==> src/rtl/mem_stage_bus_if.sv <==
// Bridges the memory stage's single-cycle dm_en access onto a req/gnt/rvalid
// data-memory bus, stalling the pipeline until the access completes or times out.
module mem_stage_bus_if #(
    parameter int unsigned TIMEOUT = 255
) (
    input  logic        clk,
    input  logic        arst_n,
    input  logic        req_i,
    input  logic        we_i,
    input  logic [3:0]  mask_i,
    input  logic [31:0] addr_i,
    input  logic [31:0] wdata_i,
    input  logic        flush_i,
    output logic        stall_o,
    output logic [31:0] rdata_o,
    output logic        rdata_valid_o,
    output logic        err_o,
    output logic        bus_req_o,
    output logic        bus_we_o,
    output logic [3:0]  bus_mask_o,
    output logic [31:0] bus_addr_o,
    output logic [31:0] bus_wdata_o,
    input  logic        bus_gnt_i,
    input  logic        bus_rvalid_i,
    input  logic [31:0] bus_rdata_i
);

    localparam int unsigned CNT_W = 16;

    typedef enum logic [1:0] {
        S_IDLE,
        S_REQ,
        S_WAIT,
        S_DONE
    } state_t;

    state_t             r_state;
    logic [CNT_W-1:0]   r_cnt;
    logic               r_flushed;
    logic               w_last;
    logic               w_stall;

    // Final cycle of the REQ+WAIT budget
    assign w_last = (r_cnt == CNT_W'(TIMEOUT - 1));

    // Stall is combinational so the access is held in the cycle it is first seen
    always_comb begin
        w_stall = 1'b0;
        case (r_state)
            S_IDLE:  w_stall = req_i & ~flush_i;
            S_REQ:   w_stall = ~(flush_i & ~bus_gnt_i);
            S_WAIT:  w_stall = 1'b1;
            default: w_stall = 1'b0;
        endcase
    end

    assign stall_o = arst_n & w_stall;

    always_ff @(posedge clk or negedge arst_n) begin
        if (!arst_n) begin
            r_state       <= S_IDLE;
            r_cnt         <= '0;
            r_flushed     <= 1'b0;
            rdata_o       <= '0;
            rdata_valid_o <= 1'b0;
            err_o         <= 1'b0;
            bus_req_o     <= 1'b0;
            bus_we_o      <= 1'b0;
            bus_mask_o    <= '0;
            bus_addr_o    <= '0;
            bus_wdata_o   <= '0;
        end else begin
            rdata_valid_o <= 1'b0;
            err_o         <= 1'b0;
            case (r_state)
                S_IDLE: begin
                    if (req_i && !flush_i) begin
                        r_state     <= S_REQ;
                        r_cnt       <= '0;
                        r_flushed   <= 1'b0;
                        bus_req_o   <= 1'b1;
                        bus_we_o    <= we_i;
                        bus_mask_o  <= mask_i;
                        bus_addr_o  <= addr_i;
                        bus_wdata_o <= wdata_i;
                    end
                end
                S_REQ: begin
                    r_cnt <= r_cnt + CNT_W'(1);
                    // Grant beats a same-cycle flush; the access then completes as flushed
                    if (bus_gnt_i) begin
                        bus_req_o <= 1'b0;
                        r_flushed <= flush_i;
                        if (bus_we_o) begin
                            r_state <= S_DONE;
                        end else if (w_last) begin
                            r_state <= S_DONE;
                            rdata_o <= '0;
                            err_o   <= 1'b1;
                        end else begin
                            r_state <= S_WAIT;
                        end
                    end else if (flush_i) begin
                        bus_req_o <= 1'b0;
                        r_state   <= S_IDLE;
                    end else if (w_last) begin
                        bus_req_o <= 1'b0;
                        r_state   <= S_DONE;
                        rdata_o   <= '0;
                        err_o     <= 1'b1;
                    end
                end
                S_WAIT: begin
                    r_cnt <= r_cnt + CNT_W'(1);
                    if (bus_rvalid_i) begin
                        rdata_o       <= bus_rdata_i;
                        rdata_valid_o <= ~r_flushed;
                        r_state       <= S_DONE;
                    end else if (w_last) begin
                        rdata_o <= '0;
                        err_o   <= 1'b1;
                        r_state <= S_DONE;
                    end
                end
                S_DONE: r_state <= S_IDLE;
                default: r_state <= S_IDLE;
            endcase
        end
    end

endmodule

==> config.mk <==
export PLATFORM = sky130hd
export DESIGN_NAME = mem_stage_bus_if
export DESIGN_NICKNAME = d
export VERILOG_FILES = /design/src/rtl/mem_stage_bus_if.sv
export SDC_FILE = /design/constraint.sdc
export NUM_CORES = 1
export LEC_CHECK = 0
export ABC_AREA = 1
export ABC_CLOCK_PERIOD_IN_PS = 1570
export CAP_MARGIN = 0
export CORE_ASPECT_RATIO = 1.5
export CORE_MARGIN = 5
export CORE_UTILIZATION = 39
export CTS_CLUSTER_DIAMETER = 60
export CTS_CLUSTER_SIZE = 12
export DETAILED_ROUTE_END_ITERATION = 7
export GPL_ROUTABILITY_DRIVEN = 0
export GPL_TIMING_DRIVEN = 0
export HOLD_SLACK_MARGIN = 0.05
export PLACE_DENSITY = 0.76
export SYNTH_ARGS = -nofsm -noshare
export SYNTH_HDL_FRONTEND = slang
export SYNTH_SLANG_ARGS = --single-unit
==> constraint.sdc <==
create_clock -name clk -period 1.57 [get_ports clk]
set_input_delay 0.157 -clock clk [delete_from_list [all_inputs] [get_ports clk]]
set_output_delay 0.157 -clock clk [all_outputs]
set_load 0.02 [all_outputs]
==> results of run 1 <==
[cells in the mapped netlist]
| cell type | n | area share (%) |
|---|---|---|
| sky130_fd_sc_hd__nor2_1 | 32 | 2.3 |
| sky130_fd_sc_hd__ha_1 | 8 | 1.9 |
| sky130_fd_sc_hd__nand3_2 | 1 | 0.19 |
| sky130_fd_sc_hd__nand3_1 | 48 | 4.5 |
| sky130_fd_sc_hd__buf_4 | 3 | 0.43 |
| sky130_fd_sc_hd__nand2_1 | 114 | 8.1 |
| sky130_fd_sc_hd__o21ai_0 | 9 | 0.85 |
| sky130_fd_sc_hd__nor2_2 | 2 | 0.24 |
| sky130_fd_sc_hd__o31ai_1 | 2 | 0.28 |
| sky130_fd_sc_hd__inv_2 | 4 | 0.28 |
| sky130_fd_sc_hd__inv_1 | 31 | 2.2 |
| sky130_fd_sc_hd__nand2_2 | 5 | 0.59 |
| sky130_fd_sc_hd__nor3b_1 | 1 | 0.14 |
| sky130_fd_sc_hd__nor2_4 | 1 | 0.21 |
| sky130_fd_sc_hd__nor3_1 | 2 | 0.19 |
| sky130_fd_sc_hd__dfrtp_1 | 123 | 58 |
| sky130_fd_sc_hd__mux2_2 | 68 | 14 |
| sky130_fd_sc_hd__buf_6 | 3 | 0.64 |
| sky130_fd_sc_hd__o21ai_2 | 2 | 0.33 |
| sky130_fd_sc_hd__nand4_1 | 7 | 0.83 |
| sky130_fd_sc_hd__clkinv_1 | 1 | 0.071 |
| sky130_fd_sc_hd__clkbuf_1 | 3 | 0.21 |
| sky130_fd_sc_hd__a21oi_1 | 9 | 0.85 |
| sky130_fd_sc_hd__o21a_1 | 4 | 0.57 |
| sky130_fd_sc_hd__nand2_4 | 2 | 0.43 |
| sky130_fd_sc_hd__buf_2 | 7 | 0.66 |
| sky130_fd_sc_hd__o21bai_1 | 3 | 0.43 |
[cell families (layout without fill, tap and decap cells)]
| family | after synthesis | in the layout | share of synthesized area (%) |
|---|---|---|---|
| buffers and inverters | 52 | 321 | 4.49 |
| AO/OA/AOI/OAI | 29 | 29 | 3.31 |
| adder cells (fa/ha/maj) | 8 | 8 | 1.89 |
| flip-flops | 123 | 123 | 58.1 |
| multiplexers | 68 | 68 | 14.5 |
| other | 0 | 1 | 0 |
| AND/OR/NAND/NOR | 215 | 215 | 17.7 |
[area by class of cell]
type / instances / area share (%)
buffer: 16 / 1.77
clock inverter: 12 / 1.18
antenna: 1 / 0.0288
multi-input combinational: 320 / 24.6
timing repair buffer: 238 / 28.0
sequential: 123 / 35.4
clock buffer: 19 / 4.98
tap: 162 / 2.33
inverter: 36 / 1.64
[per-layer routing]
metal,wire [um],vias to the layer above
met5,0,-
met4,616,0
met3,948,44
met2,8820,184
met1,5750,2251
li1,-,2144
[worst paths after layout]
path / from / to / cells after the start
max reg2reg: r_state[1] / rdata_o[0] / 9
max in group asynchronous: arst_n / rdata_o[6] / 2
max: r_state[1] / stall_o / 8
min: arst_n / bus_wdata_o[16] / 1
min reg2reg: r_flushed / rdata_valid_o / 1
min in group clk: bus_rdata_i[7] / rdata_o[7] / 3
[registers in the layout, summed over array words and instances (netlist names)]
signal,flops
rdata_o,32
bus_wdata_o,32
err_o,1
bus_req_o,1
r_flushed,1
bus_mask_o,4
bus_we_o,1
rdata_valid_o,1
r_cnt,16
r_state,2
bus_addr_o,32
[power breakdown]
group	internal (mW)	total [mW]	switching [mW]
Combinational	4.14	8.41	4.26
Sequential	4.54	5.25	0.704
Clock	2.15	3.55	1.40
[per-stage QoR]
stage | setup TNS (ns) | util, % | worst slack [ns] | cells
after floorplan | 0 | - | 0.0126 | 495
after global placement | -558.76 | 56.8 | -4.50 | 868
after detailed placement | -23.45 | 57.0 | -0.873 | 869
after CTS | -3.42 | 62.9 | -0.204 | 918
after global routing | -6.38 | 64.8 | -0.258 | 927
final | -1.19 | 64.8 | -0.181 | 927
[worst reg2reg max path, delay by kind of cell (launching register included)]
kind / cells / cell delay [ns]
AOI/OAI and AO/OA: 3 / 0.44
adders and majority gates: 1 / 0.18
buffers and inverters: 2 / 0.28
DFF: 1 / 0.39
and+or+nand+nor: 3 / 0.23
[what timing repair did]
| item | 4_1_cts | 5_1_grt |
|---|---|---|
| gates resized for setup | 56 | 63 |
| setup endpoints to repair | 124 | 136 |
| gates cloned | 0 | 0 |
| endpoints found under the hold margin | 123 | 24 |
| pin swaps | 5 | 8 |
| buffers inserted | 18 | 8 |
[layout by cell type, fill, tap and decap left out, drive strengths merged, types with 21 or more instances in the layout]
master         count
clkbuf            21
dlymetal6s2s      34
buf               43
nor2              35
clkdlybuf4s50    165
dfrtp            123
inv               35
nand3             49
nand2            121
mux2              68
==> run_results.csv, run 1 <==
group,metric,value,unit
clock_tree,worst_setup_hold_path_clk_slew,0.06,ns
setup_path,cp_slowest_cell,"sky130_fd_sc_hd__dfrtp_1",
finish,multi_input_area,2140,um^2
sta,timing_worst_slew_pin_value,0.509,ns
route,detail_route.wl_per_cell,17.4,um
setup_path,crit_buf_inv,4,
grt,grt_start_max_net_pins,101,
grt,track_usage,19.9,%
setup_path,crit_path_start_kind,"flop",
die,die_width,105,um
finish,drive_above_1_share,24.5,%
power_and_ir_drop,design_power_total,17.2,mW
route,post_drt_via_cell_ratio,4.99,
setup_path,worst_setup_path_end_kind,"primary output",
status,status,"complete, but fails checks",
logic_synthesis,syn_area_per_cell,10.7,um^2
clock_tree,clock-root-buffer,"sky130_fd_sc_hd__clkbuf_16",
sta,maxClockFrequency,571,MHz
grt,grt_antenna_before_repair,1,
sta,final.period_utilization,112,%
die,placement_rows,52,
finish,num-nets-final,867,
flow_run,maxCapViolations,0,
logic_synthesis,ys.warnings.count,0,
clock_tree,maximum_root_to_sink_buffer_count,2,
route,drt.antenna.violating_nets,0,
clock_tree,cts_sinks,123,
sta,setup_viol_count_final,33,
sta,timing.final.crit_period,1.75,ns
route,drt_iter0_markers,216,
finish,layout.filler_cells,1007,
power_and_ir_drop,cellLeakagePower,4.35,nW
power_and_ir_drop,vdd_drop_max,1.10,mV
logic_synthesis,post_synth_instance_area,5290,um^2
grt,grt.met2_usage,36.5,%
logic_synthesis,synth_fp_nets,610,
sta,timing.final.ws_setup,-0.181,ns
logic_synthesis,number_of_distinct_library_cells_after_synthesis,27,
setup_path,slowest_cell_delay_on_critical_path,0.39,ns
setup_path,timing.critical_path.fanout_max,4,
sta,finalClockSkew,0.00958,ns
route,drcViolationCount,0,
route,vias,4623,
clock_tree,tritoncts.num_buffers,17,
die,die-height,153,um
route,wl,16100,um
setup_path,critical_path.top_delay_family,"buffers and inverters",
logic_synthesis,synth_cells,495,
die,starting_utilization_of_the_core_area,39.5,%
finish,area.sequential,3080,um^2
setup_path,rrSetupSlack,-0.06,ns
logic_synthesis,synth-seq-cells,123,
die,dieArea,16100,um^2
grt,vias_in_the_first_global_route,4999,
clock_tree,tritoncts,"done",
power_and_ir_drop,power_per_cell_area,1980,nW/um^2
finish,area_growth_syn_to_layout,64.2,%
min_path,worstHoldPathType,"in2async",
status,violations,"negative hold slack, negative setup slack",
grt,global_route.usage.met3,5.17,%
grt,global_route.overflow_total,0,
route,dr.pass1.iters,4,
clock_tree,htreeDepth,4,
clock_tree,clk_latency,0.41,ns
finish,finalInstanceArea,8690,um^2
die,standard_cell_core_area,13400,um^2
sta,final-max-slew-violation-count,0,
place,dp_hpwl,11800,um
setup_path,required,1.41,ns
sta,fin_hold_ws,-0.403,ns
sta,rsz0062_at_grt,"true",
setup_path,crit_path_cell_trace,"inv_2 -> ha_4 -> nand3_4 -> buf_8 -> nand3_4 -> nand3_2 -> inv_2 -> buf_6",
setup_path,critPathArrivalTime,1.59,ns
grt,grt_pass1_wl,25500,um
place,port-buffer-count,211,
grt,top_usage_layer,"met2",
grt,grt_use_met1,20.5,%
sta,report.final.hold_viol_count,59,
logic_synthesis,synth_sequential_area_ratio,58.1,%
setup_path,criticalPathCategory,"reg2out",
place,placement.cell_area,7640,um^2
die,io_pins,212,
sta,maxSlewHeadroom,66.1,%
Power figures use the tool's default switching activity.
==> inputs of run 2 (changes only) <==
CORE_MARGIN = 2   (was 5)
RECOVER_POWER = 25   (was unset)
==> run 2 against run 1 <==
  * The flow still finishes with violations (negative hold slack, negative setup slack)
  * Clock-buffer cell count up 1
  * Combinational power up 0.6%
  * First-iteration DRC count down 30%
  * Flip-flop and latch count unchanged
  * Final cell count unchanged
  * Sequential share of layout area down 1.1 points
  * Register-to-register slack worse by 0.06 ns
  * Hold slack better by 0.0033 ns
  * Global-route usage up 1.5 points
  * Highest routed layer unchanged
==> run_results.csv, run 2 (synthesized netlist as in run 1, its figures left out) <==
group,metric,value,unit
status,violations,"negative hold slack, negative setup slack",
finish,num-nets-final,867,
route,vias,4649,
place,dp_worst_setup_slack,-0.895,ns
sta,timing.final.ws_setup,-0.226,ns
power_and_ir_drop,vdd_drop_max,1.01,mV
setup_path,worst_setup_path_end_kind,"primary output",
sta,timing_worst_slew_pin_value,0.499,ns
sta,final.period_utilization,114,%
setup_path,rrSetupSlack,-0.12,ns
route,dr.pass1.iters,4,
flow_run,maxCapViolations,0,
place,dp_hpwl,10900,um
route,wl,15800,um
finish,layout.cells.non_filler,927,
finish,area_growth_syn_to_layout,69.2,%
route,drt.antenna.violating_nets,0,
setup_path,cp_slowest_cell,"sky130_fd_sc_hd__dfrtp_1",
clock_tree,tritoncts,"done",
grt,vias_in_the_first_global_route,4973,
setup_path,timing.critical_path.fanout_max,2,
finish,mostFrequentLayoutCell,"sky130_fd_sc_hd__clkdlybuf4s50_1",
setup_path,crit_buf_inv,4,
route,drt_iter0_markers,151,
setup_path,crit_path_cell_trace,"inv_2 -> ha_4 -> nand3_4 -> buf_8 -> nand3_2 -> nand3_2 -> inv_2 -> buf_6",
clock_tree,htreeDepth,4,
status,status,"complete, but fails checks",
setup_path,slowest_cell_delay_on_critical_path,0.40,ns
finish,antennaDiodeCount,0,
power_and_ir_drop,power_per_cell_area,1970,nW/um^2
grt,grt_pass1_wl,24500,um
power_and_ir_drop,design_power_total,17.6,mW
setup_path,criticalPathCategory,"reg2out",
sta,rsz0062_at_grt,"true",
route,post_drt_via_cell_ratio,5.02,
sta,fin_hold_ws,-0.399,ns
route,detail_route.wl_per_cell,17.0,um
clock_tree,tritoncts.num_buffers,17,
die,starting_utilization_of_the_core_area,39.5,%
grt,global_route.overflow_total,0,
sta,report.final.hold_viol_count,48,
clock_tree,worst_setup_hold_path_clk_slew,0.06,ns
place,placement.cell_area,7640,um^2
die,placement_rows,52,
finish,drive_above_1_share,29.4,%
min_path,worstHoldPathType,"in2async",
die,standard_cell_core_area,13400,um^2
sta,timing.final.crit_period,1.80,ns
place,port-buffer-count,211,
setup_path,r2r-start,"r_state[1]",
finish,layout_top_registers,"bus_addr_o (32), bus_wdata_o (32), rdata_o (32)",
sta,maxClockFrequency,557,MHz
clock_tree,cts_sinks,123,
finish,finalInstanceArea,8960,um^2
finish,most-common-layout-cells,"sky130_fd_sc_hd__clkdlybuf4s50_1 (133), sky130_fd_sc_hd__dfrtp_1 (123), sky130_fd_sc_hd__nand2_1 (71), sky130_fd_sc_hd__dlymetal6s2s_1 (69), sky130_fd_sc_hd__mux2_2 (68)",
route,drcViolationCount,0,
die,io_pins,212,
sta,setup_viol_count_final,92,
sta,final-max-slew-violation-count,0,
setup_path,worst-r2r-cell-count,10,
place,post-place-cells,869,
clock_tree,clock-root-buffer,"sky130_fd_sc_hd__clkbuf_16",
grt,grt_start_max_net_pins,101,
grt,grt_antenna_before_repair,0,
grt,track_usage,21.4,%
setup_path,critical_path.top_delay_family,"buffers and inverters",
setup_path,r2r_end,"rdata_o[15]",
clock_tree,maximum_root_to_sink_buffer_count,2,
setup_path,crit_path_start_kind,"flop",
setup_path,critPathArrivalTime,1.64,ns
die,die_width,99.1,um
clock_tree,clk_latency,0.41,ns
power_and_ir_drop,cellLeakagePower,4.82,nW
sta,finalClockSkew,0.0149,ns
setup_path,required,1.41,ns
sta,maxSlewHeadroom,66.8,%
die,dieArea,14500,um^2
die,die-height,147,um
## run 2: worst max path at each step
stage,start,endpoint,slack (ns),cells past startpoint
2_1_floorplan,r_state[0],stall_o,0.01,7
3_3_place_gp,arst_n,stall_o,-4.41,4
3_5_place_dp,r_state[0],stall_o,-0.89,8
4_1_cts,r_state[1],stall_o,-0.20,8
5_1_grt,r_state[0],stall_o,-0.28,8
6_report,r_state[0],stall_o,-0.23,8
## run 2: cell type report
class,count,area [um^2]
Clock inverter,12,141
Inverter,36,144
Buffer,16,158
Clock buffer,20,447
Tap cell,162,203
Timing Repair Buffer,238,2530
Sequential cell,123,3080
Multi-Input combinational cell,320,2260
Fill cell,955,4450
## run 2: where the power goes
group	total (mW)	internal, mW	switching (mW)	leakage [nW]
registers	5.34	4.54	0.792	1.54
clock network	3.82	2.39	1.43	0.281
logic	8.46	4.17	4.29	3.00
total	17.6	11.1	6.51	4.82
## run 2: worst register-to-register path: stages (launching register included)
cell	delay, ns
sky130_fd_sc_hd__dfrtp_1	0.39
sky130_fd_sc_hd__inv_2	0.09
sky130_fd_sc_hd__buf_6	0.11
sky130_fd_sc_hd__ha_4	0.14
sky130_fd_sc_hd__o21ai_4	0.07
sky130_fd_sc_hd__o21bai_4	0.19
sky130_fd_sc_hd__o21ai_4	0.11
sky130_fd_sc_hd__nand2_4	0.17
sky130_fd_sc_hd__buf_6	0.18
sky130_fd_sc_hd__nand2_2	0.07
sky130_fd_sc_hd__nand2_2	0.05
## run 2: metal layers
layer / wire length [um] / global-route usage (%) / part of all wire (%)
met5: 0 / 0 / 0
met4: 474 / 9.59 / 3.0
met3: 995 / 6.09 / 6.3
met2: 8620 / 38.5 / 55
met1: 5680 / 23.0 / 36
## run 2: timing repair
action                                  CTS  global route
endpoints found under the setup margin  122           171
resized for setup                        92           109
buffers inserted                         12            10
cloned                                    3             0
endpoints found under the hold margin   123            25
pin swaps                                 7            12
## run 2: metrics by stage
| stage | TNS [ns] | util, % | hold slack, ns |
|---|---|---|---|
| 2_1_floorplan | 0 | - | -0.139 |
| 3_3_place_gp | -548.86 | 56.8 | 0.421 |
| 3_5_place_dp | -26.37 | 57.0 | 0.0335 |
| 4_1_cts | -2.29 | 63.9 | -0.408 |
| 5_1_grt | -10.56 | 66.8 | -0.399 |
| 6_report | -5.67 | 66.8 | -0.399 |
==> inputs of run 3 (changes only) <==
ABC_CLOCK_PERIOD_IN_PS = unset   (was 1570)
CORE_ASPECT_RATIO = 0.8   (was 1.5)
==> run 3 against run 2 <==
  * Fmax is 2.4% lower
  * Highest routed layer unchanged
  * Global-route usage is 0.28 points lower
  * Die area hardly changed
  * The run ends with design-rule violations, negative hold slack, negative setup slack left
  * Largest cell class unchanged
  * Flip-flop and latch count stayed put
  * Clock-buffer cell count is 3 higher
  * Wire length is 3.3% higher
==> run_results.csv, run 3 (synthesized netlist as in run 1, its figures left out) <==
group,metric,value,unit
power_and_ir_drop,power_per_cell_area,2000,nW/um^2
status,violations,"design-rule violations, negative hold slack, negative setup slack",
die,io_pins,212,
grt,vias_in_the_first_global_route,4852,
grt,grt_pass1_wl,23800,um
clock_tree,cts_sinks,123,
finish,mostFrequentLayoutCell,"sky130_fd_sc_hd__clkdlybuf4s50_1",
sta,maxClockFrequency,543,MHz
clock_tree,worst_setup_hold_path_clk_slew,0.05,ns
finish,num-nets-final,874,
route,post_drt_via_cell_ratio,5.02,
sta,final-max-slew-violation-count,0,
flow_run,maxCapViolations,0,
setup_path,rrSetupSlack,-0.19,ns
die,dieArea,14500,um^2
die,placement_rows,38,
status,status,"complete, but fails checks",
route,drt.antenna.violating_nets,0,
setup_path,crit_buf_inv,4,
min_path,worstHoldPathType,"in2async",
finish,area_growth_syn_to_layout,68.2,%
setup_path,r2r-start,"r_state[1]",
grt,global_route.overflow_total,0,
place,port-buffer-count,211,
setup_path,critical_path.top_delay_family,"buffers and inverters",
clock_tree,tritoncts.num_buffers,17,
grt,grt_start_max_net_pins,76,
sta,report.final.hold_viol_count,49,
setup_path,crit_path_start_kind,"flop",
sta,maxSlewHeadroom,67.2,%
sta,fin_hold_ws,-0.317,ns
sta,timing_worst_slew_pin_value,0.492,ns
die,die-height,108,um
route,wl,16300,um
grt,grt_antenna_before_repair,0,
power_and_ir_drop,vdd_drop_max,1.22,mV
setup_path,r2r_end,"rdata_o[29]",
place,dp_hpwl,10400,um
finish,layout.cells.non_filler,950,
setup_path,critPathArrivalTime,1.68,ns
sta,timing.final.crit_period,1.84,ns
route,drcViolationCount,1,
place,post-place-cells,887,
setup_path,criticalPathCategory,"reg2out",
setup_path,worst-r2r-cell-count,10,
clock_tree,clock-root-buffer,"sky130_fd_sc_hd__clkbuf_16",
setup_path,crit_path_cell_trace,"inv_2 -> ha_4 -> nand3_4 -> buf_8 -> nand3_2 -> nand3_2 -> inv_2 -> buf_6",
finish,layout.filler_cells,965,
power_and_ir_drop,cellLeakagePower,4.63,nW
setup_path,required,1.41,ns
route,dr.pass1.iters,8,
setup_path,timing.critical_path.fanout_max,4,
route,detail_route.wl_per_cell,17.1,um
sta,final.period_utilization,117,%
finish,antennaDiodeCount,0,
sta,setup_viol_count_final,107,
setup_path,cp_slowest_cell,"sky130_fd_sc_hd__dfrtp_1",
finish,layout_top_registers,"bus_addr_o (32), bus_wdata_o (32), rdata_o (32)",
die,standard_cell_core_area,13400,um^2
clock_tree,maximum_root_to_sink_buffer_count,2,
finish,most-common-layout-cells,"sky130_fd_sc_hd__clkdlybuf4s50_1 (150), sky130_fd_sc_hd__dfrtp_1 (123), sky130_fd_sc_hd__nand2_1 (109), sky130_fd_sc_hd__mux2_2 (68), sky130_fd_sc_hd__dlymetal6s2s_1 (50)",
route,drt_iter0_markers,276,
sta,timing.final.ws_setup,-0.271,ns
grt,track_usage,21.1,%
setup_path,slowest_cell_delay_on_critical_path,0.40,ns
clock_tree,htreeDepth,4,
clock_tree,clk_latency,0.41,ns
clock_tree,tritoncts,"done",
die,starting_utilization_of_the_core_area,39.5,%
route,vias,4767,
sta,rsz0062_at_grt,"true",
die,die_width,134,um
finish,drive_above_1_share,25.7,%
setup_path,worst_setup_path_end_kind,"primary output",
sta,finalClockSkew,0.00664,ns
==> run 3: cell types whose count changed in the layout (fill, tap and decap cells not counted), sizes merged, moves of 2 or more <==
| cell | change |
|---|---|
| clkbuf | +3 |
| dlygate4sd2 | +2 |
| clkdlybuf4s50 | +17 |
| clkinv | -3 |
| buf | +8 |
| dlymetal6s2s | -19 |
| clkinvlp | -3 |
==> run 3: how the worst max path moves through the flow <==
stage	end	cells past startpoint	from
6_report	stall_o	8	r_state[1]
5_1_grt	stall_o	8	r_state[0]
4_1_cts	stall_o	8	r_state[1]
3_5_place_dp	stall_o	8	r_state[0]
3_3_place_gp	stall_o	4	arst_n
2_1_floorplan	stall_o	7	r_state[0]
==> run 3: power by group <==
group | internal, mW | switching (mW) | leakage, nW | total (mW)
logic | 4.19 | 4.36 | 2.80 | 8.55
registers | 4.54 | 0.743 | 1.54 | 5.29
clock network | 2.60 | 1.36 | 0.293 | 3.96
total | 11.3 | 6.46 | 4.63 | 17.8
==> run 3: layout make-up <==
| class | count | area, um^2 | share of cell area, % |
|---|---|---|---|
| Timing Repair Buffer | 245 | 2540 | 28.5 |
| Buffer | 16 | 149 | 1.67 |
| Sequential cell | 123 | 3080 | 34.6 |
| Multi-Input combinational cell | 320 | 2170 | 24.3 |
| Tap cell | 180 | 225 | 2.53 |
| Clock buffer | 23 | 478 | 5.37 |
| Clock inverter | 7 | 114 | 1.28 |
| Inverter | 36 | 158 | 1.77 |
==> run 3: timing repair <==
| item | 4_1_cts | 5_1_grt |
|---|---|---|
| endpoints found under the hold margin | 49 | 49 |
| resized for setup | 62 | 92 |
| cloned | 3 | 0 |
| setup buffers | 14 | 17 |
| endpoints found under the setup margin | 123 | 156 |
| pin swaps | 2 | 13 |
==> run 3: per-layer routing <==
layer / share of wire, % / global-route usage (%) / wire length (um) / up-vias
li1: - / - / - / 2165
met3: 10 / 9.38 / 1680 / 60
met5: 0 / 0 / 0 / -
met1: 37 / 23.6 / 6010 / 2272
met2: 49 / 35.5 / 7950 / 270
met4: 4.1 / 8.80 / 663 / 0
==> run 3: stage by stage <==
step | instance area, um^2 | setup TNS, ns | util, % | worst slack [ns] | total power, mW
after floorplan | 5300 | 0 | - | 0.0126 | 9.08
after global placement | 7630 | -556.54 | 56.9 | -4.63 | 12.6
after detailed placement | 7660 | -29.06 | 57.1 | -0.996 | 12.8
after CTS | 8520 | -2.25 | 63.5 | -0.214 | 17.3
after global routing | 8900 | -12.25 | 66.4 | -0.285 | 18.7
final | 8900 | -8.40 | 66.4 | -0.271 | 17.8
==> edit (config.mk and constraints of run 1) <==
Re-encode `state_t` (4 states) as one-hot, 4 bits wide.
--- a/src/rtl/mem_stage_bus_if.sv
+++ b/src/rtl/mem_stage_bus_if.sv
@@ -27,11 +27,11 @@
 
     localparam int unsigned CNT_W = 16;
 
-    typedef enum logic [1:0] {
-        S_IDLE,
-        S_REQ,
-        S_WAIT,
-        S_DONE
+    typedef enum logic [3:0] {
+        S_IDLE = 4'b0001,
+        S_REQ  = 4'b0010,
+        S_WAIT = 4'b0100,
+        S_DONE = 4'b1000
     } state_t;
 
     state_t             r_state;
Check against the original RTL: same outputs for any inputs over 4 cycles, from zero or initial values and one cycle with arst_n low; so few cycles prove little.
==> edit against run 1 <==
  * The run still ends with negative hold slack, negative setup slack left
  * Final area is 4.0% higher
  * Sequential cell count is 2 higher
  * Clock power is 9.0% higher
  * Setup slack worse by 0.0065 ns
  * Synthesized area is 1.4% higher
  * Wire length is 2.1% higher
  * First-iteration DRC count is 55% higher
  * Power is 18% lower
==> edit: results (changes against run 1) <==
timing:
  hold_viol: 59  # unchanged
  worst_slack_ns: -0.187  # -0.00649 ns
  finalClockSkew_ns: 0.0202  # +0.0107 ns
  setup_violations: 44  # +33%
  holdWs_ns: -0.289  # +0.113 ns
critical_path:
  r2r_start: "r_state[2]$_DFFE_PN0P_"
  cp_max_fo: 3  # -1
  cpLargestDelayFamily: "simple AND/OR/NAND/NOR gates"
  crit_slowest_cell: "dfrtp_2"
power:
  ir_drop_mv: 1.11  # +0.32%
  power_w: 0.0140  # -18%
  swShare_pct: 37.3  # +0.24 points
finish:
  seq_share_pct: 34.7  # -0.76 points
  multi_input_area_share_pct: 25.3  # +0.61 points
  fin_cells: 1076  # +16%
  synthToLayoutAreaGrowth_pct: 68.3
  clk_share_pct: 6.38  # +0.22 points
  drive_above_1_share_pct: 18.5  # -6.0 points
  antenna_cells: 0  # -1
  buf_share_pct: 29.9  # +0.13 points
drt:
  drt-total-wl_mm: 16.5  # +2.1%
  viasPerCell: 4.75  # -4.7%
yosys:
  synth.avg_cell_area_um2: 8.27  # -23%
  synthCells: 649  # +31%
  seq_area_frac_synth_pct: 58.3  # +0.13 points
placed_design:
  post-place-ws_ns: -0.829  # +0.0439 ns
run_status:
  status: "finished with violations"
  violations: "negative hold slack, negative setup slack"
grt:
  use_met1_pct: 20.7  # +0.24 points
  track_usage_pct: 20.1  # +0.20 points
  use_met3_pct: 8.01  # +2.8 points
clocking:
  clock-sinks: 125  # +1.6%
edit: changes by cell type in the layout (fill, tap and decap cells not counted), sizes merged, moves of 4 or more:
cell,delta
dlygate4sd2,+21
nand3,-24
nand2,+251
dlymetal6s2s,+33
o21a,-4
a21oi,-8
clkdlybuf4s50,-54
ha,-6
o21ai,+6
mux2,-68
edit: per-layer routing:
| layer | wire, µm | vias up |
|---|---|---|
| li1 | - | 2500 |
| met5 | 0 | - |
| met2 | 8900 | 189 |
| met4 | 383 | 0 |
| met1 | 5830 | 2398 |
| met3 | 1360 | 29 |
edit: final timing paths:
path                                               to  slack (ns)
setup / recovery                              stall_o       -0.19
hold / removal                  r_cnt[11]$_DFFE_PN0P_       -0.29
setup reg to reg              rdata_o[29]$_DFFE_PN0P_       -0.12
hold reg to reg               rdata_valid_o$_DFF_PN0_        0.46
max in group asynchronous      r_state[0]$_DFFE_PN1P_        1.11
min in group clk           bus_addr_o[27]$_DFFE_PN0P_        0.26
